File: src/rtl/cpu_pkg.sv
// Shared datapath constants and the register-file entry state type.
// Imported by the register file and its per-entry storage.
package cpu_pkg;

    localparam int DATA_W     = 16;
    localparam int REG_DEPTH  = 8;
    localparam int REG_ADDR_W = $clog2(REG_DEPTH);
    localparam int ZERO_ADDR  = 0;

    // Scoreboard state of one entry: waiting for its writeback or not.
    typedef enum logic {
        ENTRY_IDLE    = 1'b0,
        ENTRY_PENDING = 1'b1
    } entry_state_t;

endpackage

File: src/rtl/regfile_entry.sv
// One register-file entry: a load-enabled data register plus its
// pending-write flag, both cleared asynchronously by rst.
module regfile_entry
    import cpu_pkg::*;
#(
    parameter int WIDTH = DATA_W
)(
    input  logic             clk,
    input  logic             rst,
    input  logic             load,
    input  logic [WIDTH-1:0] din,
    input  logic             set_busy,
    input  logic             clr_busy,
    output logic [WIDTH-1:0] q,
    output logic             busy
);

    entry_state_t state_q;
    entry_state_t state_d;

    always_ff @(posedge clk or posedge rst) begin
        if (rst) begin
            q <= '0;
        end else if (load) begin
            q <= din;
        end
    end

    always_ff @(posedge clk or posedge rst) begin
        if (rst) begin
            state_q <= ENTRY_IDLE;
        end else begin
            state_q <= state_d;
        end
    end

    // A new producer marking the entry outranks the retiring writeback.
    always_comb begin
        state_d = state_q;
        case (state_q)
            ENTRY_IDLE: begin
                if (set_busy) begin
                    state_d = ENTRY_PENDING;
                end
            end
            ENTRY_PENDING: begin
                if (clr_busy && !set_busy) begin
                    state_d = ENTRY_IDLE;
                end
            end
            default: state_d = ENTRY_IDLE;
        endcase
    end

    assign busy = (state_q == ENTRY_PENDING);

endmodule

File: src/rtl/register_file.sv
// DEPTH-entry register file: two combinational read ports, one write port,
// optional write-to-read bypass, optional hardwired-zero entry 0, busy scoreboard.
module register_file
    import cpu_pkg::*;
#(
    parameter  int WIDTH    = DATA_W,
    parameter  int DEPTH    = REG_DEPTH,
    parameter  bit ZERO_REG = 1'b1,
    parameter  bit BYPASS   = 1'b1,
    localparam int ADDR_W   = $clog2(DEPTH)
)(
    input  logic              clk,
    input  logic              rst,
    input  logic [ADDR_W-1:0] raddr_a,
    output logic [WIDTH-1:0]  rdata_a,
    output logic              busy_a,
    input  logic [ADDR_W-1:0] raddr_b,
    output logic [WIDTH-1:0]  rdata_b,
    output logic              busy_b,
    input  logic              wen,
    input  logic [ADDR_W-1:0] waddr,
    input  logic [WIDTH-1:0]  wdata,
    input  logic              busy_set,
    input  logic [ADDR_W-1:0] busy_addr
);

    logic [WIDTH-1:0]  entry_q [DEPTH];
    logic [DEPTH-1:0]  entry_busy;
    logic [ADDR_W-1:0] raddr   [2];
    logic [WIDTH-1:0]  rdata   [2];
    logic [1:0]        rbusy;

    // Addresses at or beyond DEPTH match no entry, so they are dropped here.
    for (genvar i = 0; i < DEPTH; i++) begin : g_entry
        localparam bit IS_ZERO = ZERO_REG && (i == ZERO_ADDR);
        logic whit;
        logic bhit;

        assign whit = (waddr == ADDR_W'(i)) && !IS_ZERO;
        assign bhit = (busy_addr == ADDR_W'(i)) && !IS_ZERO;

        regfile_entry #(
            .WIDTH(WIDTH)
        ) u_entry (
            .clk      (clk),
            .rst      (rst),
            .load     (wen && whit),
            .din      (wdata),
            .set_busy (busy_set && bhit),
            .clr_busy (wen && whit),
            .q        (entry_q[i]),
            .busy     (entry_busy[i])
        );
    end

    assign raddr[0] = raddr_a;
    assign raddr[1] = raddr_b;

    // Each read port: select stored entry, then apply zero-reg, bypass and reset gating.
    for (genvar p = 0; p < 2; p++) begin : g_port
        logic [WIDTH-1:0] stored;
        logic             stored_busy;
        logic             valid;
        logic             fwd;
        logic             reset_pending;

        always_comb begin
            stored      = '0;
            stored_busy = 1'b0;
            valid       = 1'b0;
            for (int i = 0; i < DEPTH; i++) begin
                if (raddr[p] == ADDR_W'(i)) begin
                    stored      = entry_q[i];
                    stored_busy = entry_busy[i];
                    valid       = !(ZERO_REG && (i == ZERO_ADDR));
                end
            end
        end

        assign fwd           = BYPASS && wen && (waddr == raddr[p]) && valid;
        assign reset_pending = busy_set && (busy_addr == raddr[p]);

        assign rdata[p] = (rst || !valid) ? '0 : (fwd ? wdata : stored);
        assign rbusy[p] = !rst && valid && stored_busy && !(fwd && !reset_pending);
    end

    assign rdata_a = rdata[0];
    assign rdata_b = rdata[1];
    assign busy_a  = rbusy[0];
    assign busy_b  = rbusy[1];

endmodule

File: config.mk
export PLATFORM = sky130hd
export DESIGN_NAME = register_file
export DESIGN_NICKNAME = d
export VERILOG_FILES = /design/src/rtl/cpu_pkg.sv /design/src/rtl/regfile_entry.sv /design/src/rtl/register_file.sv
export SDC_FILE = /design/constraint.sdc
export NUM_CORES = 1
export LEC_CHECK = 0
export CORE_MARGIN = 5
export CORE_UTILIZATION = 48
export CTS_BUF_LIST = sky130_fd_sc_hd__clkbuf_4 sky130_fd_sc_hd__clkbuf_8
export DETAILED_ROUTE_END_ITERATION = 16
export HOLD_SLACK_MARGIN = 0.08
export PLACE_DENSITY = 0.68
export SYNTH_ARGS = -nofsm -noshare
export SYNTH_HDL_FRONTEND = slang
export SYNTH_SLANG_ARGS = --single-unit
export TNS_END_PERCENT = 50
File: constraint.sdc
create_clock -name clk -period 5.7 [get_ports clk]
set_clock_uncertainty 0.1 [all_clocks]
set_input_delay 1.71 -clock clk [delete_from_list [all_inputs] [get_ports clk]]
set_output_delay 1.71 -clock clk [all_outputs]
set_load 0.1 [all_outputs]
Yosys cells after proc, flatten, opt, wreduce, memory -nomap -nowiden
Cells that the tools add are included.
{"block": "word_totals", "ff_bits": 120, "inputBits": 32, "output_inout_bits": 34}
{"block": "classes", "eq_ne": 32, "n_mux": 70, "bitwise_logic": 8, "n_reduce_logical": 53}
{"cell": "$mux 16", "n": 18}
{"cell": "$eq 3x3->1 const B", "n": 16}
{"cell": "$mux 1", "n": 44}
{"cell": "$logic_and 1x1->1", "n": 35}
{"cell": "$eq 3x2->1 const B", "n": 8}
{"cell": "$pmux 1 s2", "n": 8}
{"cell": "$logic_not 1->1", "n": 14}
{"cell": "$eq 3x1->1 const B", "n": 4}
{"cell": "$eq 3x3->1", "n": 4}
{"cell": "$not 1->1", "n": 8}
{"cell": "$logic_not 3->1", "n": 2}
{"cell": "$logic_or 1x1->1", "n": 2}

Depth between registers and ports, before layout
{"block": "logic_depth", "word_depth": 12, "mapped_depth": 7, "mapped_depth_nobuf": 4}

Hierarchy
From an unflattened synthesis, not the netlist that was laid out.
{"block": "unflattened", "hier_cells": 829, "area_unflattened_um2": 9021.2}
{"mod": "regfile_entry", "instances": 8, "cells_per_inst": 38, "area_per_inst_um2": 689.4, "seq_area_each_um2": 425.4}
{"mod": "register_file", "instances": 1, "cells_per_inst": 525, "area_per_inst_um2": 3505.9, "seq_area_each_um2": 0.0}

Worst setup path after synthesis
OpenSTA, ideal clock, no wires.
{"block": "synth_path", "kind": "input to output", "startpoint": "input port raddr_b[2]", "endpoint": "output port busy_b", "arrival_time_ps": 5663, "path_slack_ps": -1773, "stages": 5, "path_buffers": 2, "cell_sequence": "buf_2 > buf_2 > xnor2_1 > nand4_1 > a2111oi_1"}
{"block": "synth_via", "elab_chain_cells": 12, "elab_cells_between_ends": 34}
{"element": "start, declared", "line_no": "register_file.sv:17", "rtl": "input logic [ADDR_W-1:0] raddr_b,"}
{"element": "$eq 3x1->1", "line_no": "register_file.sv:72", "rtl": "if (raddr[p] == ADDR_W'(i)) begin"}
{"element": "$mux 1 (7 in series)", "line_no": "register_file.sv:72"}
{"element": "$logic_and 1x1->1", "line_no": "register_file.sv:80", "rtl": "assign fwd = BYPASS && wen && (waddr == raddr[p]) && valid;"}
{"element": "$logic_and 1x1->1", "line_no": "register_file.sv:84", "rtl": "assign rbusy[p] = !rst && valid && stored_busy && !(fwd && !reset_pending);"}
{"element": "$logic_not 1->1", "line_no": "register_file.sv:84"}
{"element": "$logic_and 1x1->1 (*)", "line_no": "register_file.sv:84"}
{"element": "end, declared", "line_no": "register_file.sv:19", "rtl": "output logic busy_b,"}
Mark *: on every way between the ends. The rest lies on a longest branch, timed or not.

Worst setup path after layout
{"block": "layout_path", "startpoint": "input port waddr[1]", "endpoint": "output port rdata_b[11]"}
{"block": "layout_via", "elab_chain_cells": 5}
{"element": "start, declared", "line_no": "register_file.sv:21", "rtl": "input logic [ADDR_W-1:0] waddr,"}
{"element": "$eq 3x3->1", "line_no": "register_file.sv:80"}
{"element": "$logic_and 1x1->1 (2 in series)", "line_no": "register_file.sv:80"}
{"element": "$mux 16 (2 in series)", "line_no": "register_file.sv:83", "rtl": "assign rdata[p] = (rst || !valid) ? '0 : (fwd ? wdata : stored);"}
{"element": "end, declared", "line_no": "register_file.sv:18", "rtl": "output logic [WIDTH-1:0] rdata_b,"}
No other way between the ends.

==> results_dict.tcl <==
set metrics [dict create \
    synth_top_family_by_area "multiplexers" \
    syn-num-nets 657 \
    avgRoutedWirePerCell_um 24.1 \
    crit_chain "clkdlybuf4s50_1, xnor2_1, nand4_2, buf_4, o21ai_0, a31oi_2, buf_12" \
    synth.avg_cell_area_um2 11.8 \
    htree_levels 4 \
    instances_no_fill 894 \
    die_height_um 134 \
    p_per_area_nw_per_um2 322 \
    synth_seq_cells 119 \
    num_vias 5821 \
    dieArea_um2 18000 \
    cp-endpoint "rdata_b[11]" \
    timing.rr.start "g_entry[1].u_entry.q[6]$_DFFE_PP0P_" \
    drv_cap 0 \
    r2r_end "g_entry[1].u_entry.q[6]$_DFFE_PP0P_" \
    ys.flop_type "dfrtp_1" \
    synth-compound-area-share_pct 16.7 \
    cts_tree "built" \
    worst_pin_slew_ns 0.648 \
    cts_buffer_depth 2 \
    ys_async_sr_fraction_pct 100 \
    path_max_fanout 11 \
    pin_count 66 \
    clock_sinks 119 \
    worst_hold_path_type "reg -> reg" \
    syn-cell-area_um2 7400 \
    drc 0 \
    post-dp-hpwl_mm 13.7 \
    r2r_cells 1 \
    drtIter0Drc 457 \
    syn_inst 625 \
    yosysWarnings 0 \
    synthMuxAreaShare_pct 28.3 \
    period_needed_ns 5.65 \
    synthTopCellsByArea "dfrtp_1 40%, mux2_2 18%, mux2_1 4.1%, mux4_2 3.7%, o21ai_0 3.1%" \
    gr-usage-all-layers_pct 24.5 \
    finalWirelength_mm 21.5 \
    cp-startpoint "waddr[1]" \
    fin_nets 727 \
    period_share_pct 99.1 \
    antenna_found_initial 0 \
    post-cts-setup-buffers 0 \
    detail-route-antenna-nets 0 \
    syn2layout_area_growth_pct 22.2 \
    grt_max_degree 71 \
    synth_commonest_cells "119 x dfrtp_1, 117 x mux2_2, 46 x o21ai_0" \
    clk_latency_ns 0.45 \
    synth_top_area_share_pct 40.2 \
    critical_path_class "in -> out" \
    irDropWorstVdd_mv 0.205 \
    startpoint_type "input pin" \
    hold_violations 0 \
    grt_pass1_vias 5969 \
    status "finished clean" \
    ff2ff_setup_slack_ns 4.77 \
    antenna_cells 0 \
    p_leak_nw 3.73 \
    synth.most_common_cell "dfrtp_1" \
    overflow 0 \
    seq_area_frac_synth_pct 40.2 \
    gp_congestion 0.856 \
    final_util_pct 59.7 \
    synth_fa_ha_area_share_pct 0 \
    core_um2 15100 \
    placed_area_um2 8650 \
    dp.cells 864 \
    first_pass_iters 5 \
    rsz0062_at_grt "true" \
    synth-edff-count 0 \
    final.fill_count 1223 \
    endpoint_kind "output port" \
    yosysTopAreaCell "dfrtp_1" \
    worstPathRequired_ns 3.89 \
    synthSimpleGateAreaFrac_pct 7.45 \
    clk_pin_slew_ns 0.07 \
    crit_path_top_delay_cell "clkdlybuf4s50_1" \
    grt_pass1_wl_mm 34.2 \
    cts_made_buffers 17 \
    max_freq_mhz 177 \
    port-buffer-count 65 \
    drv_slew 0 \
    synth-xor-area-share_pct 1.52 \
    finalSetupViolCount 0 \
    slew_headroom_pct 56.8 \
    vias_per_cell 6.51 \
    cpPeakStageDelay_ns 0.52 \
    cts_root_buf "clkbuf_8" \
    die_w_um 134 \
    rows 45 \
    ys_types 61 \
    initial_core_util_pct 48.9 \
    drive_above_1_share_pct 39.2 \
    post-route-cell-area_um2 9040 \
    critPathArrivalTime_ns 3.84 \
]
[area by class of cell]
class                      instances  area (µm²)  area share [%]
clock buffer                      28         360            3.98
clock inverter                     2        35.0           0.387
inverter                           7        28.8           0.318
multi-input combinational        444        4080            45.1
sequential                       119        2980            32.9
tap                              188         235            2.60
timing repair buffer             106        1320            14.6
[critical path, delay by kind of cell]
family	cells	cell delay, ns
buffers and inverters	3	1.04
XOR/XNOR	1	0.31
AO/OA/AOI/OAI	2	0.32
AND/OR/NAND/NOR	1	0.45
[cells in the final DEF (no fill, tap or decap), types with 6 or more instances in the layout]
| cell | Yosys | final |
|---|---|---|
| o22ai_1 | 7 | 7 |
| dfrtp_1 | 119 | 119 |
| nand2b_1 | 9 | 9 |
| mux2i_1 | 20 | 20 |
| nand2_1 | 31 | 31 |
| a21o_1 | 14 | 14 |
| nor2b_1 | 7 | 7 |
| a221oi_1 | 16 | 16 |
| a2bb2oi_1 | 14 | 14 |
| a31oi_2 | 8 | 17 |
| mux2_1 | 27 | 27 |
| inv_1 | 7 | 6 |
| buf_4 | 10 | 37 |
| clkbuf_8 | 0 | 24 |
| xnor2_1 | 9 | 9 |
| mux4_2 | 12 | 12 |
| a221o_1 | 13 | 13 |
| buf_12 | 0 | 38 |
| o21ai_0 | 46 | 46 |
| a21oi_1 | 21 | 21 |
| mux2_2 | 117 | 117 |
| clkdlybuf4s50_1 | 0 | 26 |
[sequential cells by signal, indices dropped and copies added (netlist names)]
register / count
g_entry.u_entry.busy: 7
g_entry.u_entry.q: 112
[report_power, final]
group	switching (mW)	leakage (nW)	internal (mW)
combinational	0.513	2.10	0.458
sequential	0.144	1.43	1.03
clock	0.324	0.209	0.441
[worst min path at each step]
stage,startpoint,end,slack [ns],cells after the start
2_1_floorplan,g_entry[3].u_entry.busy$_DFF_PP0_,g_entry[3].u_entry.busy$_DFF_PP0_,0.36,2
3_3_place_gp,g_entry[3].u_entry.busy$_DFF_PP0_,g_entry[3].u_entry.busy$_DFF_PP0_,0.38,2
3_5_place_dp,g_entry[6].u_entry.busy$_DFF_PP0_,g_entry[6].u_entry.busy$_DFF_PP0_,0.39,2
4_1_cts,g_entry[6].u_entry.busy$_DFF_PP0_,g_entry[6].u_entry.busy$_DFF_PP0_,0.41,2
5_1_grt,g_entry[7].u_entry.q[0]$_DFFE_PP0P_,g_entry[7].u_entry.q[0]$_DFFE_PP0P_,0.44,1
6_report,g_entry[6].u_entry.busy$_DFF_PP0_,g_entry[6].u_entry.busy$_DFF_PP0_,0.41,2
[repair_timing]
| item | CTS | global route |
|---|---|---|
| setup endpoints to repair | 0 | 3 |
| gates resized for setup | 0 | 1 |
| hold endpoints to repair | 0 | 0 |
| hold buffers | 0 | 0 |
[layer usage]
layer | vias to the layer above | global-route usage [%] | routed length (µm)
met5 | - | 0 | 0
met4 | 0 | 9.79 | 524
met3 | 41 | 5.48 | 1510
met2 | 268 | 37.6 | 10200
met1 | 2985 | 33.8 | 9240
li1 | 2527 | - | -
[cells by family (layout without fill, tap and decap cells)]
group | after synthesis | in the layout
compound gates | 174 | 174
xor+xnor | 12 | 12
buf+inv | 62 | 143
flops | 119 | 119
simple gates | 82 | 82
mux | 176 | 176
[stage by stage]
stage | power [mW] | setup WS (ns) | hold slack (ns) | TNS (ns)
after detailed placement | 2.15 | 0.0809 | 0.395 | 0
after floorplan | 1.84 | -0.204 | 0.360 | -2.28
after CTS | 2.92 | 0.0638 | 0.409 | 0
final | 2.91 | 0.0497 | 0.409 | 0
after global routing | 3.04 | -0.00470 | 0.437 | -0.00470
after global placement | 2.12 | 0.109 | 0.376 | 0
Power figures use the tool's default switching activity.
